### config.mk
export PLATFORM = sky130hd
export DESIGN_NAME = mux_scan_sequencer
export DESIGN_NICKNAME = d
export VERILOG_FILES = /design/src/rtl/mux_scan_sequencer.sv
export SDC_FILE = /design/constraint.sdc
export NUM_CORES = 1
export LEC_CHECK = 0
export ABC_AREA = 1
export CAP_MARGIN = 20
export CORE_ASPECT_RATIO = 1.5
export CORE_MARGIN = 5
export CORE_UTILIZATION = 25
export DETAILED_ROUTE_END_ITERATION = 8
export PLACE_DENSITY_LB_ADDON = 0.08
export SLEW_MARGIN = 20
export SYNTH_ARGS = -nofsm -noshare
export SYNTH_HDL_FRONTEND = slang
export SYNTH_SLANG_ARGS = --single-unit
### constraint.sdc
create_clock -name clk -period 2 [get_ports clk]
set_input_delay 0.3 -clock clk [delete_from_list [all_inputs] [get_ports clk]]
set_output_delay 0.3 -clock clk [all_outputs]
set_load 0.005 [all_outputs]
### src/rtl/mux_scan_sequencer.sv
// mux_scan_sequencer: walks the select of an 8:1 channel mux through
// channels 0..7, holding each for dwell+1 cycles and sampling the mux
// output on the last cycle of each slot, then presents the eight samples
// as one word on a valid/ready handshake. Single-shot or continuous.
//
// Ports:
//   clk, rst        rising-edge clock, synchronous active-high reset
//   start           begin one scan (only honoured in IDLE)
//   continuous      chain another scan after each accepted word
//   dwell           extra settling cycles per channel (latched at start)
//   mux_o           sampled mux output
//   sel             mux select
//   word            assembled result, word[k] = sample taken with sel==k
//   word_valid      word available, held until accepted
//   word_ready      downstream accept
//   busy            a scan or its pending output is in progress
module mux_scan_sequencer #(
    parameter int DWELL_W = 8
) (
    input  logic               clk,
    input  logic               rst,
    input  logic               start,
    input  logic               continuous,
    input  logic [DWELL_W-1:0] dwell,
    input  logic               mux_o,
    output logic [2:0]         sel,
    output logic [7:0]         word,
    output logic               word_valid,
    input  logic               word_ready,
    output logic               busy
);

    localparam logic [1:0] IDLE   = 2'd0;
    localparam logic [1:0] SCAN   = 2'd1;
    localparam logic [1:0] OUTPUT = 2'd2;

    logic [1:0]         state;
    logic [DWELL_W-1:0] count;
    logic [DWELL_W-1:0] dwell_q;
    // Channel 7 is never stored here: its sample goes straight into word.
    logic [6:0]         capture;

    always_ff @(posedge clk) begin
        if (rst) begin
            state      <= IDLE;
            sel        <= 3'd0;
            word       <= 8'd0;
            word_valid <= 1'b0;
            busy       <= 1'b0;
            count      <= '0;
            dwell_q    <= '0;
            capture    <= 7'd0;
        end else begin
            case (state)
                IDLE: begin
                    if (start) begin
                        dwell_q <= dwell;
                        sel     <= 3'd0;
                        count   <= '0;
                        busy    <= 1'b1;
                        state   <= SCAN;
                    end
                end
                SCAN: begin
                    // Sample on the last cycle of the slot so the mux has
                    // had dwell_q cycles to settle after the select moved.
                    if (count == dwell_q) begin
                        count <= '0;
                        if (sel != 3'd7) begin
                            capture[sel] <= mux_o;
                            sel          <= sel + 3'd1;
                        end else begin
                            word       <= {mux_o, capture};
                            word_valid <= 1'b1;
                            state      <= OUTPUT;
                        end
                    end else begin
                        count <= count + 1'b1;
                    end
                end
                OUTPUT: begin
                    if (word_ready) begin
                        word_valid <= 1'b0;
                        sel        <= 3'd0;
                        count      <= '0;
                        if (continuous) begin
                            // Acceptance edge doubles as the next start edge.
                            dwell_q <= dwell;
                            state   <= SCAN;
                        end else begin
                            busy  <= 1'b0;
                            state <= IDLE;
                        end
                    end
                end
                default: begin
                    state <= IDLE;
                end
            endcase
        end
    end

endmodule

# Word level (Yosys, flattened, before mapping)
# Index checks and enable logic that the tools add are counted.
[totals]
elab_cells = 67
regBits = 38
output_inout_bits = 13
[classes]
magnitude_cmp = 2
n_addsub = 2
n_bitwise = 1
mux = 30
n_eq_ne = 11
n_reduce_logical = 13
[ops]
columns = ["cell", "count"]
rows = [
  ["2-to-1 mux 8 bit", 6],
  ["case mux 8 bit (3 select lines)", 1],
  ["case mux 8 bit (2 select lines)", 1],
  ["AND reduction 4 bit", 4],
  ["inequality test 2 bit, second input constant", 7],
  ["2-to-1 mux 3 bit", 4],
  ["case mux 3 bit (3 select lines)", 1],
  ["AND reduction 3 bit", 3],
  ["adder 8 x 1 -> 8 bit, second input constant", 1],
  ["equality test 8 bit", 1],
  ["2-to-1 mux 1 bit", 8],
  ["2-to-1 mux 2 bit", 4],
  ["bitwise mux 7 bit", 1],
  ["case mux 2 bit (3 select lines)", 1],
  ["AND reduction 5 bit", 1],
  ["less-than comparator 3 x 4 -> 1 bit, second input constant", 1],
  ["case mux 1 bit (2 select lines)", 2],
  ["nonzero test 2 bit", 2],
  ["adder 3 x 1 -> 3 bit, second input constant", 1],
  ["demux 1 bit (select 3 bit)", 1],
  [">= comparator 3 x 1 -> 1 bit, second input constant", 1],
  ["inequality test 3 bit, second input constant", 1],
  ["nonzero test 3 bit", 1],
  ["equality test 2 x 1 -> 1 bit, second input constant", 1],
  ["4 further kinds", 4],
]

# Longest topological paths before layout
# Gate-level depths: netlist of run 1.
[depth]
ltp_word = 5
mapped_depth = 12

# Worst setup path after synthesis of run 1
# OpenSTA, ideal clock, no wires.
[synth_timing]
path_kind = "register -> register"
startpoint = "register sel[0]"
endpoint = "register word[0]"
arrival_time_ns = 1.451
path_stages_with_launch = 8
required_ns = 1.930
setup_slack_ns = 0.478
period_less_slack_ns = 1.522
cell_sequence = "dfxtp_1 ha_1 ha_1 nand2_1 clkinv_1 nand2_2 nand2_1 a21oi_1"
[synth_between]
elab_chain_cells = 3
[synth_lines]
columns = ["item", "line_no", "rtl"]
rows = [
  ["start, declared", "26", "output logic [2:0] sel,"],
  ["start signal, assigned", "71", "sel <= sel + 3'd1;"],
  ["inequality test 3 bit", "69", "if (sel != 3'd7) begin"],
  ["inverter 1 bit (no source line)", "n/a", ""],
  ["AND reduction 3 bit (no source line)", "n/a", ""],
  ["end signal, assigned", "73", "word <= {mux_o, capture};"],
  ["end, declared", "27", "output logic [7:0] word,"],
]
# No other way between the ends.
# A chain may end at the register's enable or synchronous reset.

# Final worst setup path of run 1
[layout_timing]
startpoint = "register count[3]"
endpoint = "register capture[2]"
[layout_between]
elab_chain_cells = 2
[layout_lines]
columns = ["item", "line_no", "rtl"]
rows = [
  ["start, declared", "38", "logic [DWELL_W-1:0] count;"],
  ["start signal, assigned", "78", "count <= count + 1'b1;"],
  ["equality test 8 bit", "67", "if (count == dwell_q) begin"],
  ["AND reduction 3 bit (no source line)", "n/a", ""],
  ["end signal, assigned by index", "70", "capture[sel] <= mux_o;"],
  ["end, declared", "41", "logic [6:0] capture;"],
]
# No other way between the ends.

==> summary.txt, run 1 <==
STA
  • Total Neg Setup Slack: 0 ns
  • Final hold slack: 0.461 ns
  • FMAX: 622 MHz
  • RSZ-0062 raised after global routing: no
  • Final hold vios: 0
  • Actual slew at the worst max-slew pin: 0.333 ns
  • Final setup fails: 0
  • Slew headroom: 77.7%
  • Post-route setup slack: 0.391 ns
  • Crit path time final: 1.61 ns
  • Final period util: 80.4%
  • Worst Skew: 0.00545 ns
  • Slew Limit Fails: 0

Placed design
  • Final GP Congestion: 0.820
  • Cell Area, Placed: 2290 sq um
  • Hpwl dp: 3860 um
  • Placed insts: 419
  • Port bufs: 26
  • Place WS: 0.197 ns

Clock tree
  • TritonCTS sink count: 38
  • Clock tree buffer depth: 2
  • Cts repair resizes: 0
  • Setup bufs post-CTS: 0
  • Worst-Skew Late Latency: 0.28 ns
  • Root buf cell: clkbuf_16
  • Cts bufs inserted: 5
  • Post-CTS Hold Fix Bufs: 0
  • CTS clk-pin slew, worst paths: 0.06 ns
  • H-tree level count: 2
  • CTS tree: done

Synth
  • Post-Syn Instances: 290
  • Sequential fraction of the synthesis area: 40.0%
  • Yosys top cell area share: 40.0%
  • Syn_nets: 307
  • #FFs+latches synth: 38
  • Synth Warn #: 0
  • Top cells by area, synth: dfxtp_1 (40%), nand2_1 (18%), inv_1 (8.5%)
  • Synth cell types: 24
  • Fraction of registers with async set/reset: 0%
  • Top_reg_cell synth: dfxtp_1
  • Post-synthesis cell area: 1900 sq um
  • Post-synth top area cell: dfxtp_1
  • Post-synth EDFFs: 0
  • Synthesized area per cell: 6.55 sq um

Critical path
  • Arrival @ worst endpoint: 1.78 ns
  • CP Launch Type: flop
  • Worst Setup Path Type: reg -> reg
  • CP delay by family, top: simple AND/OR/NAND/NOR gates
  • Critical Path Fanout Max: 13
  • Data required, critical path: 2.18 ns
  • Bufs and invs on worst path: 1
  • Crit path cell chain: inv_2 > nand2_1 > nand2_1 > nor2_2 > nand2_1 > nor2_4 > nand4_1 > nor2_1 > nor2_1
  • Endpoint class of the critical path: flop
  • Slowest cell on the critical path: dfxtp_1
  • Critical Path Max Stage Delay: 0.42 ns
  • Worst path most repeated cell: nand2_1

Global routing
  • GRT Total Usage: 11.3%
  • Largest net degree at the start of global routing: 18
  • Initial antenna violation count: 0
  • Number of global-route vias before repair: 1732
  • Global-route wire length before repair: 8090 um
  • GRT overflow: 0

Detailed routing
  • Antenna-violating nets left: 0
  • DRT iter0 DRCs: 38
  • Met3 wire len: 143 um
  • Met2 wire length: 2850 um
  • WL met1: 1790 um
  • Per-cell routed wire length: 11.4 um
  • DR pass1 iterations: 4
  • Via count: 1749
  • # DRC: 0
  • DR top layer: met4
  • Detailed Route WL: 4850 um
  • Via density: 4.10

Final layout
  • Design area: 2440 sq um
  • Syn-to-layout area delta: 28.4%
  • ANT cells: 0
  • Final Core Density: 32.5%
  • Final nets: 341
  • Share of post-route cells with drive strength above 1: 7.38%
  • Layout Cells excl Fill: 427

Power and ir drop
  • Leakage power: 1.09 nW
  • Power per cell area: 793 nW/um^2
  • Max VDD drop: 0.315 mV
  • Overall power: 1.94 mW

Floorplanning
  • Starting Density: 25.3%
  • Die extent in y: 117 um
  • I/O pins: 27
  • Die Area: 9480 sq um
  • Core area: 7510 sq um
  • Row cnt: 39
  • Chip width: 81.2 um

Run
  • Max Cap Viol: 0

Run status
  • Outcome: finished, final reports clean

Worst hold path
  • Worst Hold Class: reg -> reg
## state kept, by name, summed over array words and instances (netlist names)
register / cells
count: 8
dwell_q: 8
word: 8
capture: 7
sel: 3
state: 2
busy: 1
word_valid: 1
## routing by layer
layer  global-route usage (%)  vias up
li1                         -      961
met1                     11.6      758
met2                     22.4       24
met3                     2.30        6
met4                     3.38        0
met5                        0        -
## synthesized netlist by cell type, types with 2 or more instances
library cell,number
nand2_1,89
inv_1,43
dfxtp_1,38
nor2_1,37
a21oi_1,24
o21ai_0,15
nand3_1,10
nand4_1,7
inv_2,4
ha_1,3
nor3_1,3
clkbuf_1,2
nand2_2,2
nor2_4,2
xnor2_1,2
## cells in the final DEF, fill, tap and decap left out, drive strengths merged, types with 6 or more instances in the layout
cell type	Yosys	final
dfxtp	38	38
nand4	8	8
nand3	10	10
clkbuf	3	7
a21oi	24	24
clkdlybuf4s50	0	26
inv	47	47
nor2	41	41
buf	2	6
o21ai	16	16
nand2	91	91
## cells by family after synthesis
kind of cell / share of synthesized area, %
and+or+nand+nor: 34.5
buffers and inverters: 11.6
AOI/OAI and AO/OA: 10.5
DFF: 40.0
xor gates and xnor gates: 1.38
adders and majority gates: 1.98
## final timing paths
| kind | start | to | slack [ns] | depth (start not counted) |
|---|---|---|---|---|
| max | count[3] | capture[2] | 0.39 | 9 |
| min reg2reg | word[6] | word[6] | 0.46 | 2 |
| max reg2reg | count[3] | capture[2] | 0.39 | 9 |
| min | word[6] | word[6] | 0.46 | 2 |
## tightest hold or removal path, stage by stage (launching register included)
cell     delay [ns]
dfxtp_1        0.31
nand2_1        0.06
a21oi_1        0.05
## final cells by class
type | instances | area, sq um
clock buffer | 7 | 143
clock inverter | 1 | 5.00
fill | 899 | 5070
inverter | 48 | 180
multi-input combinational | 199 | 920
sequential | 38 | 761
tap | 102 | 128
timing repair buffer | 32 | 305
## power by group
group	leakage, nW	switching [mW]	internal, mW	total (mW)
registers	0.309	0.0275	0.795	0.822
logic	0.707	0.193	0.122	0.315
clock network	0.0739	0.305	0.494	0.799
(Power assumes the default switching activity.)
==> inputs of run 2 (changes only) <==
clock period = 1.5 ns   (was 2 ns; I/O delays follow)
==> summary.txt, run 2 (synthesis gave the netlist of run 1 again) <==
Critical path
  • Critical Path Max Stage Delay: 0.49 ns (+0.07 ns)
  • Critical Path Fanout Max: 5 (-8)
  • Data required, critical path: 1.27 ns (-0.91 ns)
  • Arrival @ worst endpoint: 1.22 ns (-0.56 ns)
  • CP delay by family, top: buffers and inverters
  • Crit path cell chain: buf_4 > clkdlybuf4s50_1
  • Slowest cell on the critical path: clkdlybuf4s50_1
  • CP Launch Type: flop
  • Worst Setup Path Type: reg -> out
  • Bufs and invs on worst path: 2 (+1)
  • Endpoint class of the critical path: primary output

Floorplanning
  • Row cnt: 39 (unchanged)
  • Core area: 7510 sq um (unchanged)
  • I/O pins: 27 (unchanged)
  • Chip width: 81.2 um (unchanged)
  • Starting Density: 25.3% (unchanged)
  • Die Area: 9480 sq um (unchanged)
  • Die extent in y: 117 um (unchanged)

Power and ir drop
  • Switching Share: 26.2% (-0.88 points)
  • Pint: 2.12 mW (+50%)
  • Power per cell area: 1040 nW/um^2 (+31%)
  • Logic gate share of total power: 20.4% (+4.1 points)
  • Psw: 0.753 mW (+43%)
  • Overall power: 2.87 mW (+48%)
  • Clock power frac: 41.4% (about the same)
  • Max VDD drop: 0.540 mV (+71%)
  • Leakage power: 1.27 nW (+17%)
  • Sequential power share: 38.2% (-4.3 points)

Clock tree
  • Post-CTS Hold Fix Bufs: 0 (unchanged)
  • Root buf cell: clkbuf_16
  • CTS clk-pin slew, worst paths: 0.06 ns (about the same)
  • Worst-Skew Late Latency: 0.28 ns (about the same)
  • TritonCTS sink count: 38 (unchanged)
  • CTS tree: done
  • H-tree level count: 2 (unchanged)
  • Clock tree buffer depth: 2 (unchanged)
  • Cts bufs inserted: 5 (unchanged)

Run
  • Max Cap Viol: 0 (unchanged)

Final layout
  • Design area: 2770 sq um (+13%)
  • Syn-to-layout area delta: 45.7%
  • ANT cells: 0 (unchanged)
  • Share of post-route cells with drive strength above 1: 25.1% (+18 points)
  • Reg area: 785 sq um (+3.1%)
  • Final nets: 363 (+6.5%)
  • Multi-input gate area: 986 sq um (+7.2%)
  • Most frequent cells in the layout: nand2_1 (78), inv_1 (35), nor2_1 (33)
  • Commonest non-fill, non-tap cell in the layout: nand2_1
  • Filler Cell Count: 861 (-4.2%)
  • Largest regs: count (8), dwell_q (8), word (8)

Detailed routing
  • Via count: 1878 (+7.4%)
  • Antenna-violating nets left: 0 (unchanged)
  • Via density: 4.18 (+2.1%)
  • DRT iter0 DRCs: 33 (-13%)
  • Per-cell routed wire length: 11.3 um (-0.47%)
  • DR pass1 iterations: 4 (unchanged)
  • Detailed Route WL: 5080 um (+4.7%)
  • # DRC: 0 (unchanged)

STA
  • Final setup fails: 0 (unchanged)
  • Final hold slack: 0.251 ns (-0.210 ns)
  • FMAX: 692 MHz
  • Worst Skew: 0.00545 ns (+0.00000505 ns)
  • Slew Limit Fails: 0 (unchanged)
  • RSZ-0062 raised after global routing: yes
  • Crit path time final: 1.45 ns
  • Final hold vios: 0 (unchanged)
  • Actual slew at the worst max-slew pin: 0.324 ns (-0.00855 ns)
  • Final period util: 96.4%
  • Slew headroom: 78.3% (+0.57 points)

Global routing
  • Initial antenna violation count: 0 (unchanged)
  • Largest net degree at the start of global routing: 18 (unchanged)
  • GRT Total Usage: 11.4% (+0.14 points)
  • Number of global-route vias before repair: 1905 (+10%)
  • GRT overflow: 0 (unchanged)
  • Global-route wire length before repair: 8300 um (+2.6%)

Run status
  • Outcome: finished, final reports clean

Placed design
  • Port bufs: 26 (unchanged)
  • Cell Area, Placed: 2450 sq um (+6.7%)
  • Hpwl dp: 3860 um (about the same)
  • Final GP Congestion: 0.744 (-9.4%)

Worst hold path
  • Worst Hold Class: in -> reg
[run 2: metal layers]
layer	vias to the layer above	GRT usage [%]	routed length (um)
met3	6	2.14	136
met1	844	10.4	1790
li1	1007	-	-
met4	0	4.17	82
met5	-	0	0
met2	21	23.9	3070
[run 2: power by group through the flow]
stage          Sequential [mW]  Combinational, mW  Clock (mW)
2_1_floorplan             1.12              0.286           0
3_3_place_gp              1.11              0.514           0
3_5_place_dp              1.11              0.515           0
4_1_cts                   1.09              0.522        1.22
5_1_grt                   1.10              0.662        1.27
6_report                  1.10              0.584        1.19
[run 2: final timing paths]
check	to	cells past startpoint	from	slack [ns]
worst max-delay path	sel[1]	2	sel[1]	0.05
worst max register to register	capture[0]	11	count[6]	0.07
worst min-delay path	busy	3	start	0.25
worst min register to register	word[1]	2	word[1]	0.46
[run 2: tightest hold or removal path: stages]
cell and delay, ns:
dlymetal6s2s_1 0.14, nand2_1 0.06, a21oi_1 0.05
[run 2: repair_timing]
item                                    4_1_cts  5_1_grt
endpoints found under the setup margin       11       39
buffers inserted                              0        4
gates cloned                                  0        1
resized for setup                             4       48
pin swaps                                     0        9
[run 2: layout make-up]
| class | instances | area share [%] |
|---|---|---|
| Clock buffer | 7 | 4.79 |
| Clock inverter | 1 | 1.08 |
| Inverter | 48 | 6.64 |
| Multi-Input combinational cell | 199 | 35.6 |
| Sequential cell | 38 | 28.3 |
| Tap cell | 102 | 4.61 |
| Timing Repair Buffer | 54 | 18.9 |
[run 2: stage by stage]
stage	TNS, ns	util [%]	worst slack, ns	std cells
after floorplan	0	-	0.0651	290
after global placement	-1.97	32.6	-0.199	436
after detailed placement	-2.23	32.6	-0.169	436
after CTS	0	34.8	0.00283	444
after global routing	-0.798	36.8	-0.0771	449
final	0	36.8	0.0546	449
==> inputs of run 3 (changes only) <==
ABC_CLOCK_PERIOD_IN_PS = 1500   (was not set)
==> results of run 3 <==
Final layout, timing and power as in run 2 (identical DEF).
